==> src/rtl/bcd_scheduler.sv <==
// Round-robin arbiter sharing one iterative shift-add-3 binary-to-BCD engine
// among NREQ requesters; keeps a per-requester copy of the last result.
module bcd_scheduler #(
  parameter int NREQ  = 4,
  parameter int BIN_W = 10,
  parameter int DIG   = 3
) (
  input  logic                     Clk,
  input  logic                     Reset,
  input  logic [NREQ-1:0]          req,
  input  logic [NREQ*BIN_W-1:0]    bin_in,
  output logic [NREQ-1:0]          ack,
  output logic [DIG*4-1:0]         dec_out,
  output logic [$clog2(NREQ)-1:0]  dec_id,
  output logic                     dec_ovf,
  output logic [NREQ*DIG*4-1:0]    dec_reg,
  output logic                     busy
);
  localparam int     IDW  = $clog2(NREQ);
  localparam int     CW   = $clog2(BIN_W + 1);
  localparam longint MAXV = 64'(10**DIG) - 1;

  typedef enum logic [1:0] {IDLE, SHIFT, DONE} state_e;

  state_e                        state_q;
  logic [CW-1:0]                 cnt_q;
  logic [BIN_W-1:0]              bin_q;
  logic [DIG*4-1:0]              dig_q;
  logic [IDW-1:0]                id_q, last_q;
  logic                          ovf_q;
  logic [NREQ-1:0]               ack_q;
  logic [DIG*4-1:0]              dec_out_q;
  logic [IDW-1:0]                dec_id_q;
  logic                          dec_ovf_q;
  logic [NREQ-1:0][DIG*4-1:0]    reg_q;

  logic                          gnt_vld;
  logic [IDW-1:0]                gnt_id;
  logic [BIN_W-1:0]              op_raw, op_sat;
  logic                          op_ovf;
  logic [DIG*4-1:0]              adj, dig_nx;
  logic [BIN_W-1:0]              bin_nx;

  // Scan from the farthest candidate down so the nearest one after last_q wins.
  always_comb begin
    gnt_vld = 1'b0;
    gnt_id  = '0;
    for (int k = NREQ; k >= 1; k--) begin
      if (req[(int'(last_q) + k) % NREQ]) begin
        gnt_vld = 1'b1;
        gnt_id  = IDW'((int'(last_q) + k) % NREQ);
      end
    end
  end

  always_comb begin
    op_raw = bin_in[int'(gnt_id)*BIN_W +: BIN_W];
    op_ovf = longint'(op_raw) > MAXV;
    op_sat = op_ovf ? BIN_W'(MAXV) : op_raw;
  end

  // One double-dabble step: correct every digit, then shift the whole chain.
  always_comb begin
    adj = dig_q;
    for (int d = 0; d < DIG; d++)
      if (dig_q[d*4 +: 4] >= 4'd5) adj[d*4 +: 4] = dig_q[d*4 +: 4] + 4'd3;
    {dig_nx, bin_nx} = {adj, bin_q} << 1;
  end

  always_ff @(posedge Clk) begin
    if (Reset) begin
      state_q   <= IDLE;
      cnt_q     <= '0;
      bin_q     <= '0;
      dig_q     <= '0;
      id_q      <= '0;
      last_q    <= IDW'(NREQ - 1);
      ovf_q     <= 1'b0;
      ack_q     <= '0;
      dec_out_q <= '0;
      dec_id_q  <= '0;
      dec_ovf_q <= 1'b0;
      reg_q     <= '0;
    end else begin
      ack_q <= '0;
      case (state_q)
        IDLE: if (gnt_vld) begin
          id_q    <= gnt_id;
          bin_q   <= op_sat;
          ovf_q   <= op_ovf;
          dig_q   <= '0;
          cnt_q   <= CW'(BIN_W);
          state_q <= SHIFT;
        end
        SHIFT: begin
          dig_q <= dig_nx;
          bin_q <= bin_nx;
          cnt_q <= cnt_q - CW'(1);
          if (cnt_q == CW'(1)) begin
            state_q     <= DONE;
            ack_q[id_q] <= 1'b1;
            dec_out_q   <= dig_nx;
            dec_id_q    <= id_q;
            dec_ovf_q   <= ovf_q;
          end
        end
        DONE: begin
          reg_q[id_q] <= dec_out_q;
          last_q      <= id_q;
          state_q     <= IDLE;
        end
        default: state_q <= IDLE;
      endcase
    end
  end

  assign ack     = ack_q;
  assign dec_out = dec_out_q;
  assign dec_id  = dec_id_q;
  assign dec_ovf = dec_ovf_q;
  assign dec_reg = reg_q;
  assign busy    = (state_q != IDLE);
endmodule

==> config.mk <==
export PLATFORM = sky130hd
export DESIGN_NAME = bcd_scheduler
export DESIGN_NICKNAME = d
export VERILOG_FILES = /design/src/rtl/bcd_scheduler.sv
export SDC_FILE = /design/constraint.sdc
export NUM_CORES = 1
export LEC_CHECK = 0
export BUFFER_PORTS_ARGS = -buffer_cell sky130_fd_sc_hd__buf_4
export CAP_MARGIN = 10
export CORE_MARGIN = 1
export CORE_UTILIZATION = 53
export CTS_CLUSTER_SIZE = 20
export DETAILED_ROUTE_END_ITERATION = 16
export PLACE_DENSITY = 0.82
export SETUP_SLACK_MARGIN = 0.1
export SYNTH_ARGS = -nofsm -noshare
export SYNTH_HDL_FRONTEND = slang
export SYNTH_SLANG_ARGS = --single-unit
==> constraint.sdc <==
create_clock -name Clk -period 2.3 [get_ports Clk]
set_input_delay 0.115 -clock Clk [delete_from_list [all_inputs] [get_ports Clk]]
set_output_delay 0.115 -clock Clk [all_outputs]
set_load 0.05 [all_outputs]
==> results.cfg <==
[run_status]
status = completed

[timing]
skew_ns = 0.00944
setup-violations-final = 0
fin_tns_setup_ns = 0
fmax_mhz = 470
hold_viol = 0
timing.final.crit_share = 0.926
slew_headroom = 0.507
fin_crit_ns = 2.13
rsz0062_at_grt = false
drv_slew = 0
worst_pin_slew_ns = 0.739

[final_layout]
fill_cells = 622
drive_gt1_frac = 0.247
n_antenna_cell = 0
regArea_um2 = 2000
multiInputGateArea_um2 = 2180
largest_reg_flops = 48
synthToLayoutAreaGrowth_pct = 26.5
fin_nets = 702

[floorplanning]
dieHeight_um = 92.6
start_util = 0.554
ioPinCount = 114
dieArea_um2 = 8570
chipWidth_um = 92.6
num_rows = 32
design.core.area_um2 = 7850

[global_route]
grt_max_degree = 71
antenna_found_initial = 0
grt_pass1_vias = 3783
grt_pass1_wl_um = 17500
globalRoute.totalOverflow = 0
track_usage = 0.254

[cts]
cts_hold_buf = 0
htree_levels = 3
cts_tree = built
numCtsBuffers = 9
clockRootBuffer = clkbuf_8
clk-insertion-delay-late_ns = 0.36
clkSinkCount = 100
cts_buffer_depth = 2
clk_pin_slew_ns = 0.09

[critical_path]
crit_family = compound AO/OA/AOI/OAI gates
endpoint_kind = flop
worstPathArrival_ns = 2.40
crit_buf_inv = 1
worst-path-max-fanout = 13
critPathKind = reg -> reg
critical_path.cell_chain = or3b_1, o221a_4, buf_4, nor2b_1, a211oi_1, a21oi_2, o211ai_4, a311oi_2
cp_slowest_stage_delay_ns = 0.42
startpoint_type = flop
required_ns = 2.57
crit_slowest_cell = or3b_1
r2r_start = last_q[1]$_SDFFE_PP1P_
crit_start = last_q[1]$_SDFFE_PP1P_

[min_path]
worstHoldStart = bin_in[12]
hold_class = in -> reg

[synth]
yosys_register_bits = 100
ys.flop_type = dfxtp_1
syn-num-nets = 601
synth_seq_area_share = 0.460
avgSynthCellArea_um2 = 7.95
synth_cell_type_count = 43
synth_edf_count = 0
syn-instance-count = 547
synth_area_um2 = 4350
synthArstFlopShare = 0
ys_warn_count = 0

[route]
routed_wl_um = 10500
route.detailed.drc = 0
drtPass1Iterations = 4
drtAntennaViolNets = 0
drt_iter0_drc = 168
via_count = 4077
post_drt_wl_per_cell_um = 13.9
routed_via_density = 5.40

[place]
gp_congestion = 0.810
hpwl_um = 7530
numPortBuffers = 113

[pwr]
power_density_nw_per_um2 = 611
ir_drop_mv = 0.285
p_leak_nw = 2.16
power.total_mw = 3.36

[run]
max_cap_violations = 0
worst min-delay path, delay by kind of cell:
family	cells	cell delay (ns)
AO/OA/AOI/OAI	2	0.23
buffers and inverters	1	0.08
multiplexers	1	0.06
AND/OR/NAND/NOR	1	0.06
cell families after synthesis:
kind of cell / count (synthesis) / synth area share
multiplexers: 26 / 0.0622
adder cells (fa/ha/maj): 8 / 0.0230
flip-flops: 100 / 0.460
AO/OA/AOI/OAI: 119 / 0.162
XOR/XNOR: 5 / 0.0101
buffers and inverters: 46 / 0.0435
AND/OR/NAND/NOR: 243 / 0.239
per-layer routing:
metal | track usage | wire length [um]
met1 | 0.327 | 4680
met2 | 0.430 | 5150
met3 | 0.0328 | 461
met4 | 0.0977 | 218
met5 | 0 | 0
power by group:
group / internal (mW) / total, mW / switching [mW] / leakage, nW
clock: 0.543 / 1.15 / 0.609 / 0.104
sequential: 1.77 / 1.81 / 0.0378 / 0.810
combinational: 0.170 / 0.397 / 0.228 / 1.24
layout by cell type (no fill, tap or decap), drive strengths merged, types with 10 or more instances in the layout:
| cell | Yosys | layout |
|---|---|---|
| dfxtp | 100 | 100 |
| nand3 | 11 | 11 |
| nand2 | 140 | 140 |
| mux2i | 18 | 18 |
| inv | 9 | 12 |
| a21oi | 80 | 80 |
| nor2 | 47 | 47 |
| buf | 6 | 127 |
| o21ai | 13 | 13 |
| nor3 | 14 | 14 |
| clkbuf | 31 | 10 |
synthesized netlist by cell type, types with 6 or more instances:
cell      count  area [um2]
o21ai_0      10        50.1
inv_1         9        33.8
dfxtp_1     100        2000
nand3_1      11        55.1
nor2_1       47         176
nand2b_1      7        43.8
nand2_1     140         526
ha_1          8         100
a21oi_1      79         395
a31oi_1       7        43.8
mux2i_1      18         180
clkbuf_1     31         116
nor3_1       14        70.1
mux2_2        6        67.6
stage by stage:
stage | worst slack (ns) | instance area [um2] | hold WS, ns | utilization | cells
CTS | 0.124 | 5480 | 0.199 | 0.699 | 754
floorplan | 0.376 | 4350 | 0.273 | - | 547
finish | 0.171 | 5500 | 0.218 | 0.701 | 755
detailed placement | 0.101 | 5270 | 0.448 | 0.671 | 738
global route | 0.0778 | 5500 | 0.250 | 0.701 | 755
global placement | 0.250 | 5270 | 0.442 | 0.671 | 738
cell type report:
class                           instances  share of cell area
Clock inverter                          6              0.0125
Sequential cell                       100               0.364
Tap cell                              102              0.0232
Inverter                                9             0.00614
Timing Repair Buffer                  127               0.173
Clock buffer                           10              0.0250
Multi-Input combinational cell        401               0.396
worst paths after layout:
| path | end | slack (ns) | depth (start not counted) |
|---|---|---|---|
| max | bin_q[0]$_SDFFE_PP0P_ | 0.17 | 8 |
| min | bin_q[2]$_SDFFE_PP0P_ | 0.22 | 5 |
| max reg2reg | bin_q[0]$_SDFFE_PP0P_ | 0.17 | 8 |
| min reg2reg | dec_reg[41]$_SDFFE_PP0P_ | 0.46 | 2 |
repair_timing:
action                                  CTS  global route
resized for setup                         1             2
endpoints found under the setup margin    2             7
buffers inserted                          0             1
No activity file was read; power rests on OpenSTA's default activity.
